## config.mk

```make
export PLATFORM = sky130hd
export DESIGN_NAME = instr_encoder
export DESIGN_NICKNAME = d
export VERILOG_FILES = /design/src/rtl/instr_pkg.sv /design/src/rtl/instr_pack.sv /design/src/rtl/instr_encoder.sv
export SDC_FILE = /design/constraint.sdc
export NUM_CORES = 1
export LEC_CHECK = 0
export CAP_MARGIN = 30
export CORE_ASPECT_RATIO = 1.2
export CORE_MARGIN = 1
export CORE_UTILIZATION = 45
export DETAILED_ROUTE_END_ITERATION = 6
export PLACE_DENSITY = 0.79
export SYNTH_ARGS = -nofsm -noshare
export SYNTH_HDL_FRONTEND = slang
export SYNTH_HIERARCHICAL = 1
export SYNTH_SLANG_ARGS = --single-unit
```

## constraint.sdc

```tcl
create_clock -name clk -period 4.84 [get_ports clk]
set_input_delay 0.726 -clock clk [delete_from_list [all_inputs] [get_ports clk]]
set_output_delay 0.726 -clock clk [all_outputs]
set_load 0.01 [all_outputs]
```

## src/rtl/instr_pkg.sv

```systemverilog
// instr_pkg: shared definitions for the instruction encoder and decoder.
// Format codes, field widths / bit positions of the 16-bit instruction word,
// and the loader FSM state type.
package instr_pkg;

  localparam int INSTR_W = 16;

  // Format codes carried on the fmt input
  localparam logic [1:0] FMT_D   = 2'd0;
  localparam logic [1:0] FMT_K   = 2'd1;
  localparam logic [1:0] FMT_S   = 2'd2;
  localparam logic [1:0] FMT_ILL = 2'd3;

  // Field widths and least-significant bit positions
  localparam int OP8_W   = 8;
  localparam int OP8_LSB = 8;
  localparam int OP4_W   = 4;
  localparam int OP4_LSB = 12;
  localparam int S4_W    = 4;
  localparam int S4_LSB  = 8;
  localparam int D7_W    = 7;
  localparam int D7_LSB  = 0;
  localparam int K8_W    = 8;
  localparam int K8_LSB  = 0;
  localparam int ARP_BIT = 7;

  typedef enum logic [1:0] {
    ST_IDLE = 2'd0,
    ST_LOAD = 2'd1,
    ST_DONE = 2'd2
  } enc_state_e;

endpackage

```

## src/rtl/instr_pack.sv

```systemverilog
// instr_pack: combinational field-to-word packer. Produces the 16-bit
// instruction word for D/K/S formats and flags the illegal format code.
module instr_pack
  import instr_pkg::*;
(
  input  logic [1:0]         fmt,
  input  logic [OP8_W-1:0]   op8,
  input  logic [OP4_W-1:0]   op4,
  input  logic [S4_W-1:0]    s4,
  input  logic [D7_W-1:0]    d7,
  input  logic [K8_W-1:0]    k8,
  input  logic               arp,
  output logic [INSTR_W-1:0] word,
  output logic               legal
);

  // Place each format's fields at their decoder bit positions
  always_comb begin
    word  = '0;
    legal = 1'b0;
    case (fmt)
      FMT_D: begin
        word[OP8_LSB +: OP8_W] = op8;
        word[ARP_BIT]          = arp;
        word[D7_LSB +: D7_W]   = d7;
        legal                  = 1'b1;
      end
      FMT_K: begin
        word[OP8_LSB +: OP8_W] = op8;
        word[K8_LSB +: K8_W]   = k8;
        legal                  = 1'b1;
      end
      FMT_S: begin
        word[OP4_LSB +: OP4_W] = op4;
        word[S4_LSB +: S4_W]   = s4;
        word[K8_LSB +: K8_W]   = k8;
        legal                  = 1'b1;
      end
      FMT_ILL: begin
        legal = 1'b0;
      end
      default: begin
        legal = 1'b0;
      end
    endcase
  end

endmodule

```

## src/rtl/instr_encoder.sv

```systemverilog
// instr_encoder: program loader. Packs decoded fields into instruction words
// and writes them sequentially into instruction memory, one per accepted
// bundle, behind an IDLE -> LOAD -> DONE session FSM.
// Optional feature macro INSTR_ENC_CHECKSUM_EN adds a checksum output holding
// the XOR of all words written in the current session.
module instr_encoder
  import instr_pkg::*;
#(
  parameter int ADDR_W = 10
) (
  input  logic              clk,
  input  logic              rst_n,
  input  logic              start,
  input  logic [ADDR_W-1:0] base_addr,
  input  logic [ADDR_W:0]   word_count,
  input  logic              in_valid,
  output logic              in_ready,
  input  logic [1:0]        fmt,
  input  logic [7:0]        op8,
  input  logic [3:0]        op4,
  input  logic [3:0]        s4,
  input  logic [6:0]        d7,
  input  logic [7:0]        k8,
  input  logic              arp,
  output logic              imem_we,
  output logic [ADDR_W-1:0] imem_addr,
  output logic [15:0]       imem_wdata,
  output logic              busy,
  output logic              done,
  output logic              fmt_err
`ifdef INSTR_ENC_CHECKSUM_EN
  ,
  output logic [15:0]       checksum
`endif
);

  enc_state_e        state_q;
  logic [ADDR_W-1:0] addr_q;
  logic [ADDR_W:0]   rem_q;
  logic              we_q;
  logic [ADDR_W-1:0] waddr_q;
  logic [15:0]       wdata_q;
  logic              done_q;
  logic              fmt_err_q;

  logic [15:0]       word;
  logic              legal;
  logic              hs;

  instr_pack u_pack (
    .fmt   (fmt),
    .op8   (op8),
    .op4   (op4),
    .s4    (s4),
    .d7    (d7),
    .k8    (k8),
    .arp   (arp),
    .word  (word),
    .legal (legal)
  );

  // Handshake is only possible while loading
  assign hs = in_valid && (state_q == ST_LOAD);

  // Session FSM with counters and the registered memory write port
  always_ff @(posedge clk) begin
    if (!rst_n) begin
      state_q   <= ST_IDLE;
      addr_q    <= '0;
      rem_q     <= '0;
      we_q      <= 1'b0;
      waddr_q   <= '0;
      wdata_q   <= '0;
      done_q    <= 1'b0;
      fmt_err_q <= 1'b0;
    end else begin
      we_q   <= 1'b0;
      done_q <= 1'b0;
      case (state_q)
        ST_IDLE: begin
          if (start) begin
            addr_q    <= base_addr;
            rem_q     <= word_count;
            fmt_err_q <= 1'b0;
            state_q   <= (word_count == '0) ? ST_DONE : ST_LOAD;
          end
        end
        ST_LOAD: begin
          if (hs) begin
            if (legal) begin
              we_q    <= 1'b1;
              waddr_q <= addr_q;
              wdata_q <= word;
              addr_q  <= addr_q + ADDR_W'(1);
              rem_q   <= rem_q - (ADDR_W+1)'(1);
              if (rem_q == (ADDR_W+1)'(1)) begin
                state_q <= ST_DONE;
              end
            end else begin
              fmt_err_q <= 1'b1;
            end
          end
        end
        ST_DONE: begin
          done_q  <= 1'b1;
          state_q <= ST_IDLE;
        end
        default: begin
          state_q <= ST_IDLE;
        end
      endcase
    end
  end

  assign in_ready   = (state_q == ST_LOAD);
  assign busy       = (state_q != ST_IDLE);
  assign imem_we    = we_q;
  assign imem_addr  = waddr_q;
  assign imem_wdata = wdata_q;
  assign done       = done_q;
  assign fmt_err    = fmt_err_q;

`ifdef INSTR_ENC_CHECKSUM_EN
  logic [15:0] chk_q;
  logic [15:0] chk_d;

  // Next checksum: cleared on session start, folded with each legal word
  always_comb begin
    chk_d = chk_q;
    if (state_q == ST_IDLE && start) begin
      chk_d = '0;
    end else if (hs && legal) begin
      chk_d = chk_q ^ word;
    end
  end

  // Checksum register
  always_ff @(posedge clk) begin
    if (!rst_n) begin
      chk_q <= '0;
    end else begin
      chk_q <= chk_d;
    end
  end

  assign checksum = chk_q;
`endif

endmodule

```

== Word level (Yosys, flattened, before mapping) ==
Index checks and enable logic that the tools add are counted.

* Memories kept: 0
* Bits in writable memories: 0
* Bits in read-only memories: 0
* Word-level logic and storage cells: 55
* Bits in registers: 52
* Output and inout port bits: 31
* Input bits: 59
* Bits in latches: 0

* $lt $le $gt $ge: 0
* Bitwise gates (word level): 0
* Add/sub/neg operators: 2
* Equality and inequality tests: 11
* $mul: 0
* Reductions and logical operators: 12
* Div/mod/pow operators: 0
* Shifts and indexed selects: 0
* Muxes and demuxes: 22

{| class="wikitable"
|+ Operator list
! operator !! number
|-
| 16-bit one-hot mux with 3 select lines || 1
|-
| 11-bit 2-to-1 mux || 3
|-
| 10-bit 2-to-1 mux || 3
|-
| 11-bit one-hot mux with 2 select lines || 1
|-
| 10-bit one-hot mux with 2 select lines || 1
|-
| 4-bit AND reduction || 3
|-
| 11-bit by 1-bit == test with 1-bit output, second input constant || 1
|-
| 11-bit zero test || 1
|-
| 11-bit by 1-bit subtractor with 11-bit output, second input constant || 1
|-
| 10-bit by 1-bit adder with 10-bit output, second input constant || 1
|-
| 2-bit 2-to-1 mux || 5
|-
| 2-bit == test, second input constant || 3
|-
| 2-bit by 1-bit != test with 1-bit output, second input constant || 3
|-
| 3-bit AND reduction || 2
|-
| 1-bit 2-to-1 mux || 5
|-
| 2-bit by 1-bit == test with 1-bit output, second input constant || 2
|-
| 2-bit zero test || 2
|-
| 2-bit != test, second input constant || 2
|-
| 1-bit one-hot mux with 2 select lines || 2
|-
| 2-bit one-hot mux with 2 select lines || 1
|-
| 2-bit nonzero test || 2
|-
| 3-bit OR reduction || 1
|-
| 1-bit logical AND || 1
|}

== Longest topological paths before layout ==
Gate-level depths: netlist (run 1).

* Depth after elaboration: 6
* Depth in mapped cells: 8
* Mapped depth without buffers: 6

== Modules after synthesis ==
The synthesis (run 1) kept the hierarchy.

{| class="wikitable"
|+ Modules (own cells, without submodules)
! module !! instances !! cells an instance !! area each (um^2) !! sequential area each (um^2)
|-
| instr_encoder || 1 || 296 || 2,437.3 || 1,041.0
|-
| instr_pack || 1 || 31 || 269.0 || 0.0
|}

== Worst setup path before layout (run 1) ==
Ideal clock, no wire load.

* Kind: input to register
* Start: in fmt[1]
* End: reg addr_q[7]
* Library setup time: 119 ps
* Cell stages on the path: 8
* Path buffers: 3
* Slack: 2,783 ps
* Arrival: 1,938 ps
* Data required time: 4,721 ps
* Cells stage by stage: buf_2 nand2_1 and4b_1 buf_2 nor2_1 buf_4 a21oi_1 o221a_1

* Word-level cells in the longest chain between the ends: 5
* Elaborated cells between the ends (all ways): 8
* Classes of those cells: eq/ne: 4; mux: 1; reduce/logical: 3

{| class="wikitable"
|+ Ends and longest elaborated chain
! what !! line !! RTL
|-
| start, declared || instr_encoder.sv:18 || <nowiki>input logic [1:0] fmt,</nowiki>
|-
| 2-bit by 1-bit == test with 1-bit output, or another cell as far along || instr_pack.sv:21 || <nowiki>case (fmt)</nowiki>
|-
| 3-bit OR reduction (no source line) || n/a ||
|-
| 1-bit one-hot mux with 2 select lines (*) || instr_pack.sv:21 ||
|-
| net legal || instr_encoder.sv:47 || <nowiki>logic legal;</nowiki>
|-
| 2-bit by 1-bit != test with 1-bit output (no source line) (*) || n/a ||
|-
| 4-bit AND reduction (no source line) (*) || n/a ||
|-
| end signal, assigned || instr_encoder.sv:82 || <nowiki>addr_q <= base_addr;</nowiki>
|-
| end signal, assigned || instr_encoder.sv:94 || <nowiki>addr_q <= addr_q + ADDR_W'(1);</nowiki>
|-
| end, declared || instr_encoder.sv:38 || <nowiki>logic [ADDR_W-1:0] addr_q;</nowiki>
|}

The timed path passes the listed nets; every way through them passes the cells marked *.
A chain may end at the register's enable or synchronous reset.

== Worst setup path in the final report (run 1) ==
* Start: reg state_q[0]
* End: out in_ready

* Word-level cells in the longest chain between the ends: 1

{| class="wikitable"
|+ Ends and longest elaborated chain
! what !! line !! RTL
|-
| start, declared || instr_encoder.sv:37 || <nowiki>enc_state_e state_q;</nowiki>
|-
| start signal, assigned || instr_encoder.sv:85 || <nowiki>state_q <= (word_count == '0) ? ST_DONE : ST_LOAD;</nowiki>
|-
| 2-bit by 1-bit == test with 1-bit output || instr_encoder.sv:115 || <nowiki>assign in_ready = (state_q == ST_LOAD);</nowiki>
|-
| end, declared || instr_encoder.sv:17 || <nowiki>output logic in_ready,</nowiki>
|}

Every way passes these cells.

==> metrics.md, run 1 <==
| Metric | Value |
|---|---|
| Hold-fix buffer count after cts | 0 |
| Area added between synthesis and finish | 35.3% |
| Fmax | 264 MHz |
| Synthesized cell area | 0.00271 sq mm |
| Initial core utilization | between 40% and 50% |
| Post-synthesis sequential area ratio | 38.5% |
| I/O pin total | 90 |
| Synth top cells by count | sky130_fd_sc_hd__nand2_1 (64), sky130_fd_sc_hd__dfxtp_1 (52), sky130_fd_sc_hd__a21oi_1 (44) |
| Endpoints failing hold | 0 |
| Count of cell types in the netlist | 56 |
| Sum of overflow across all layers after global routing | 0 |
| Stage delay of the slowest cell on the critical path | 1.02 ns |
| Number of cells upsized or downsized after cts | 0 |
| Type of the worst setup path | register to primary output |
| FP Rows | 30 |
| Final Instance Area | around 0.0037 sq mm |
| Main synth FF type | sky130_fd_sc_hd__dfxtp_1 |
| Internal portion of total power | 0.000728 W |
| Transition time of the tightest slew-check pin | 1.04 ns |
| Drt via density | 5.73 |
| Cell count after placement | 473 |
| Crit share post-route | between 70% and 80% |
| RSZ-0062 raised after global routing | no |
| Largest fanout on the critical path | 31 |
| Tmin final | 3.78 ns |
| Setup violations, final | 0 |
| Most frequently used cell type in the post-synthesis netlist | sky130_fd_sc_hd__nand2_1 |
| Cell types with the largest area share after synthesis | sky130_fd_sc_hd__dfxtp_1 (38%), sky130_fd_sc_hd__nand2_1 (8.9%), sky130_fd_sc_hd__a21oi_1 (8.1%) |
| Clock power frac | 23.9% |
| Floorplan die height | 87.0 microns |
| Family of cells with the greatest summed delay on the critical path | buffers and inverters |
| First-pass GRT wire length | between 10000 and 15000 microns |
| Worst supply voltage drop on vdd | 0.000208 V |
| Run status | finished, final reports clean |
| DRT Wirelength | 7180 microns |
| Data arrival time of the critical path | 3.06 ns |
| Syn_area_per_cell | between 8 and 9 sq um |
| Sum of buffers and inverters on the critical path | 2 |
| Cell taking the most area after synthesis | sky130_fd_sc_hd__dfxtp_1 |
| TritonCTS clock tree | done |
| Post-Route Skew | 0.00755 ns |
| Residual DRC | 0 |
| Share of power burned in combinational logic | 27.9% |
| Setup TNS after final layout | 0 ns |
| Maximum number of pins on one net before global-route repair | 46 |
| Flip-flop and latch count after synthesis | 52 |
| H-tree depth | 2 |
| Fraction of registers with async set/reset | 0% |
| Slowest cell on the critical path | sky130_fd_sc_hd__dfxtp_1 |
| DR pass1 iterations | 4 |
| Post-CTS repair timing setup buffer count | 0 |
| Final routed wire length divided by cell count | 14.9 microns |
| Antenna diodes | 0 |
| Final Net Count | ~460 |
| Non-filler cells, final | roughly 480 |
| Number of global-route vias before repair | 2579 |
| Setup crit start kind | register |
| Required time of the worst setup path | between 4 and 5 ns |
| Power density cells | 292 mW/mm^2 |
| Share of the synthesized area in the top cell type | 38.5% |
| Die Span X | 72.8 microns |
| Final count of pins violating max slew | 0 |
| DP HPWL | 5090 microns |
| Total Die Area | 0.00633 sq mm |
| Clock Latency Late Sink | 0.31 ns |
| Final Util | 63.8% |
| Port Buffer Count | 89 |
| Worst-case clock buffer depth | 2 |
| Placed Area | 0.00357 sq mm |
| Global-route usage over all layers | between 20% and 30% |
| Fraction of layout cells with a size suffix above 1 | 5.24% |
| Switching portion of total power | around a third |
| Seq pwr share | between 40 and 50% |
| HP Class | register to register |
| Root cell of the clock tree | sky130_fd_sc_hd__clkbuf_8 |
| Core region area | between 0.005 and 0.006 sq mm |
| Detailed router's first-iteration violation count | about 110 |
| Max Cap Viol | 0 |
| Number of warnings reported in the yosys synthesis log | 6 |
| Vias after detailed routing | 2758 |
| Clock sink count | 52 |
| Leakage power total | 1.28 nW |
| Crit path cell chain | nand2b_1, inv_2, clkdlybuf4s50_1 |
| Total CTS buffers | 5 |
| Cells after Synth | 327 |
| GP Congestion | 0.871 |
| Endpoint kind of the worst setup timing path | primary output |
| Initial antenna violation count | 0 |
| Max-slew headroom at the worst pin | 30.6% |
| Clk slew on worst S/H paths | 0.09 ns |
| Number of enable flip-flop cells after synthesis | 0 |
| Number of nets in the synthesized netlist | between 300 and 400 |
| ANT nets after route | 0 |
| NetSw | between 0.0003 and 0.0004 W |
-- state kept, by name, summed over array words and instances, names as in the netlist --
signal,cells
addr_q,10
done,1
fmt_err,1
imem_addr,10
imem_wdata,16
imem_we,1
rem_q,11
state_q,2
-- cells by family after synthesis --
family,count (synthesis),synth area share (%)
AO/OA/AOI/OAI,117,29.9
AND/OR/NAND/NOR,112,20.5
flip-flops,52,38.5
buffers and inverters,34,6.38
multiplexers,9,3.33
adder cells (fa/ha/maj),3,1.39
-- worst paths after layout --
path / slack (ns) / end / cells past startpoint / startpoint
worst max-delay path: 1.06 / in_ready / 3 / state_q[0]
worst min-delay path: 0.46 / imem_wdata[7] / 2 / imem_wdata[7]
worst max register to register: 1.54 / rem_q[0] / 4 / state_q[0]
worst min register to register: 0.46 / imem_wdata[7] / 2 / imem_wdata[7]
-- layout by cell type (no fill, tap or decap), drive strengths merged, types with 2 or more instances in the layout --
cell	synthesis	layout
a211oi	11	11
a21o	3	3
a21oi	44	44
a221oi	3	3
a22o	7	7
a31o	2	2
a31oi	4	4
a41o	4	4
clkbuf	8	6
clkdlybuf4s50	0	89
clkinv	0	2
dfxtp	52	52
ha	3	3
inv	10	10
mux2i	9	9
nand2	64	64
nand2b	3	3
nand3	7	7
nand4	3	3
nor2	11	11
nor3	5	5
nor3b	3	3
nor4	5	5
o211ai	3	3
o21ai	9	9
o221a	2	2
o221ai	2	2
o22ai	2	2
o2bb2ai	9	9
o32ai	5	5
-- through the flow --
step	worst slack (ns)	hold WS (ns)	total power [W]
floorplan	2.78	0.454	0.000715
global placement	1.12	0.442	0.000814
detailed placement	1.03	0.447	0.000821
CTS	1.08	0.459	0.00107
global route	0.892	0.483	0.00113
finish	1.06	0.456	0.00107
-- per-layer routing --
metal | GRT usage, % | vias to the layer above | wire length (microns)
met5 | 0 | - | 0
met4 | 11.1 | 0 | 138
met3 | 3.36 | 11 | 380
met2 | 41.1 | 93 | 3640
met1 | 28.1 | 1290 | 3020
li1 | - | 1364 | -
-- cell type report --
class,count,area (sq um)
clock buffer,6,82.6
inverter,10,37.5
fill,509,2080
multi-input combinational,241,1490
sequential,52,1040
clock inverter,2,10.0
tap,80,100
timing repair buffer,90,898
-- power by group through the flow --
stage	logic, W	registers, W	clock network [W]
after floorplan	0.000208	0.000508	0
after global placement	0.000291	0.000523	0
after detailed placement	0.000297	0.000524	0
after CTS	0.000298	0.000515	0.000260
after global routing	0.000328	0.000524	0.000278
final	0.000298	0.000516	0.000255
-- tightest hold or removal path: stages, from the launching register on --
cell and delay [ns]:
sky130_fd_sc_hd__dfxtp_1 0.32, sky130_fd_sc_hd__nand2_1 0.05, sky130_fd_sc_hd__a21oi_1 0.05
Note: power is estimated with default switching activity, not from simulation.
==> run 2: changes to the inputs <==
CORE_UTILIZATION = 41   (was 45)
PLACE_DENSITY = 0.76   (was 0.79)
clock period = 3.4 ns   (was 4.84 ns; I/O delays follow)
==> run 2 against run 1 <==
  * Combinational power up 52%
  * Non-clock buffer count grew 7
  * Via count decreased by 0.69%
  * Sequential power increased by 40%
  * Register-to-register slack worse by 0.09 ns
  * Clock power rose by 56%
  * Largest cell class unchanged
  * Largest power group unchanged
==> metrics.md, run 2 (synthesized netlist as in run 1, its figures left out) <==
| Metric | Value |
|---|---|
| Fraction of layout cells with a size suffix above 1 | 6.40% (+1.2 points) |
| Post-Route Skew | 0.00310 ns (-0.00445 ns) |
| Largest fanout on the critical path | 17 (-45%) |
| Final Net Count | 469 (+1.5%) |
| Clock Latency Late Sink | 0.30 ns (about the same) |
| Area added between synthesis and finish | 37.7% |
| Required time of the worst setup path | 2.89 ns (-1.22 ns) |
| Clock sink count | 52 (unchanged) |
| FP Rows | 32 (+6.7%) |
| Post-CTS repair timing setup buffer count | 0 (unchanged) |
| Commonest cells after routing, fill and taps aside | sky130_fd_sc_hd__clkdlybuf4s50_1 (89), sky130_fd_sc_hd__nand2_1 (64), sky130_fd_sc_hd__dfxtp_1 (52) |
| TritonCTS clock tree | done |
| Vias after detailed routing | 2739 (-0.69%) |
| ANT nets after route | 0 (unchanged) |
| Share of power burned in combinational logic | 28.7% (+0.8 points) |
| Setup crit start kind | register |
| Floorplan die height | 91 microns (+4.7%) |
| Port Buffer Count | 89 (unchanged) |
| Commonest non-fill, non-tap cell in the layout | sky130_fd_sc_hd__clkdlybuf4s50_1 |
| Area taken by flip-flops and latches | 0.00104 sq mm (unchanged) |
| Number of cells upsized or downsized after cts | 0 (unchanged) |
| Seq pwr share | 45.9% (-2.4 points) |
| Clock power frac | 25.4% (+1.5 points) |
| First-pass GRT wire length | 12200 microns (+3.8%) |
| Final count of pins violating max slew | 0 (unchanged) |
| Global-route usage over all layers | 21.3% (-2.2 points) |
| Final routed wire length divided by cell count | 14.9 microns (about the same) |
| Met3 Resource Use GR | 3.92% (+0.56 points) |
| Endpoint kind of the worst setup timing path | primary output |
| Internal portion of total power | 0.00110 W (+51%) |
| Final worst setup slack | 0.975 ns (-0.0809 ns) |
| Maximum number of pins on one net before global-route repair | 46 (unchanged) |
| Data arrival time of the critical path | 1.92 ns (-1.14 ns) |
| Most congested layer reported by global routing | met2 |
| Initial core utilization | 42.2% (-4.9 points) |
| Met2 Resource Use GR | 38.0% (-3.2 points) |
| HP Class | register to register |
| Transition time of the tightest slew-check pin | 0.792 ns (-0.248 ns) |
| Antenna diodes | 0 (unchanged) |
| Fmax | 412 MHz |
| Number of global-route vias before repair | 2701 (+4.7%) |
| Met1 Use GR | 25.3% (-2.8 points) |
| Die Span X | 76.2 microns (+4.6%) |
| Core region area | 0.00641 sq mm (+12%) |
| Total Die Area | 0.00693 sq mm (+9.5%) |
| Multi-input logic area | 0.00149 sq mm (unchanged) |
| RSZ-0062 raised after global routing | no |
| Crit share post-route | a little under three quarters |
| Type of the worst setup path | register to primary output |
| Power density cells | 422 mW/mm^2 (+45%) |
| Sum of overflow across all layers after global routing | 0 (unchanged) |
| Run status | finished, final reports clean |
| Clk slew on worst S/H paths | 0.08 ns (about the same) |
| Setup WS pre-CTS | 0.858 ns (-0.169 ns) |
| Worst supply voltage drop on vdd | 0.000212 V (+2.3%) |
| Leakage power total | 1.31 nW (+2.6%) |
| Max-slew headroom at the worst pin | 47.1% (+17 points) |
| DR pass1 iterations | 4 (unchanged) |
| Filler cell count | 587 (+15%) |
| DRT Wirelength | 7330 microns (+2.1%) |
| H-tree depth | 2 (unchanged) |
| Worst-case clock buffer depth | 2 (unchanged) |
| Tmin final | 2.43 ns |
| Final Util | 58.2% (-5.6 points) |
| Initial antenna violation count | 0 (unchanged) |
| Switching portion of total power | 30.3% (-1.6 points) |
| Total chip power | 0.00157 W (+47%) |
| Endpoints failing hold | 0 (unchanged) |
| Detailed router's first-iteration violation count | 194 (+81%) |
| Setup TNS after final layout | 0 ns (unchanged) |
| DP HPWL | 5230 microns (+2.9%) |
| I/O pin total | 90 (unchanged) |
| Residual DRC | 0 (unchanged) |
| GP Congestion | 0.901 (+3.4%) |
| Hold-fix buffer count after cts | 0 (unchanged) |
| Flip-flop count of the largest register, all copies and words added | 16 (unchanged) |
| Total CTS buffers | 5 (unchanged) |
| Drt via density | 5.58 (-2.7%) |
| NetSw | 0.000477 W (+40%) |
| Setup violations, final | 0 (unchanged) |
| Root cell of the clock tree | sky130_fd_sc_hd__clkbuf_8 |
| Max Cap Viol | 0 (unchanged) |
-- run 2: critical path: stages, from the launching register on --
cell and delay, ns:
sky130_fd_sc_hd__dfxtp_1 0.38, sky130_fd_sc_hd__nand2b_1 0.17, sky130_fd_sc_hd__buf_4 0.20, sky130_fd_sc_hd__inv_2 0.26, sky130_fd_sc_hd__clkdlybuf4s50_1 0.60
-- run 2: path summary, 6_finish.rpt --
path                startpoint            to  slack (ns)  cells past startpoint
setup reg to reg    state_q[0]      rem_q[4]        1.45                      6
hold / removal    imem_addr[3]  imem_addr[3]        0.46                      2
setup / recovery    state_q[1]      in_ready        0.97                      4
hold reg to reg   imem_addr[3]  imem_addr[3]        0.46                      2
-- run 2: area by class of cell --
type	instances	area share, %
clock buffers	5	1.85
flip-flops and latches	52	27.9
well taps	85	2.85
clock inverters	1	0.806
inverters	10	1.01
repair buffers	97	25.5
multi-input cells	241	40.0
-- run 2: metal layers --
layer / part of all wire [%] / up-vias
met5: 0 / -
met4: 2.4 / 0
met3: 4.6 / 16
met2: 50 / 91
met1: 43 / 1256
li1: - / 1376
-- run 2: per-stage QoR --
| step | hold slack, ns | area (sq um) | instances |
|---|---|---|---|
| finish | 0.457 | 3730 | 491 |
| global route | 0.481 | 3730 | 491 |
| CTS | 0.461 | 3730 | 491 |
| detailed placement | 0.448 | 3630 | 485 |
| global placement | 0.441 | 3630 | 485 |
| floorplan | 0.454 | 2710 | 327 |
-- run 2: power groups by stage --
stage	logic (W)	registers [W]	clock network [W]
floorplan	0.000296	0.000723	0
global placement	0.000442	0.000731	0
detailed placement	0.000448	0.000734	0
CTS	0.000450	0.000720	0.000412
global route	0.000494	0.000731	0.000437
finish	0.000452	0.000722	0.000399
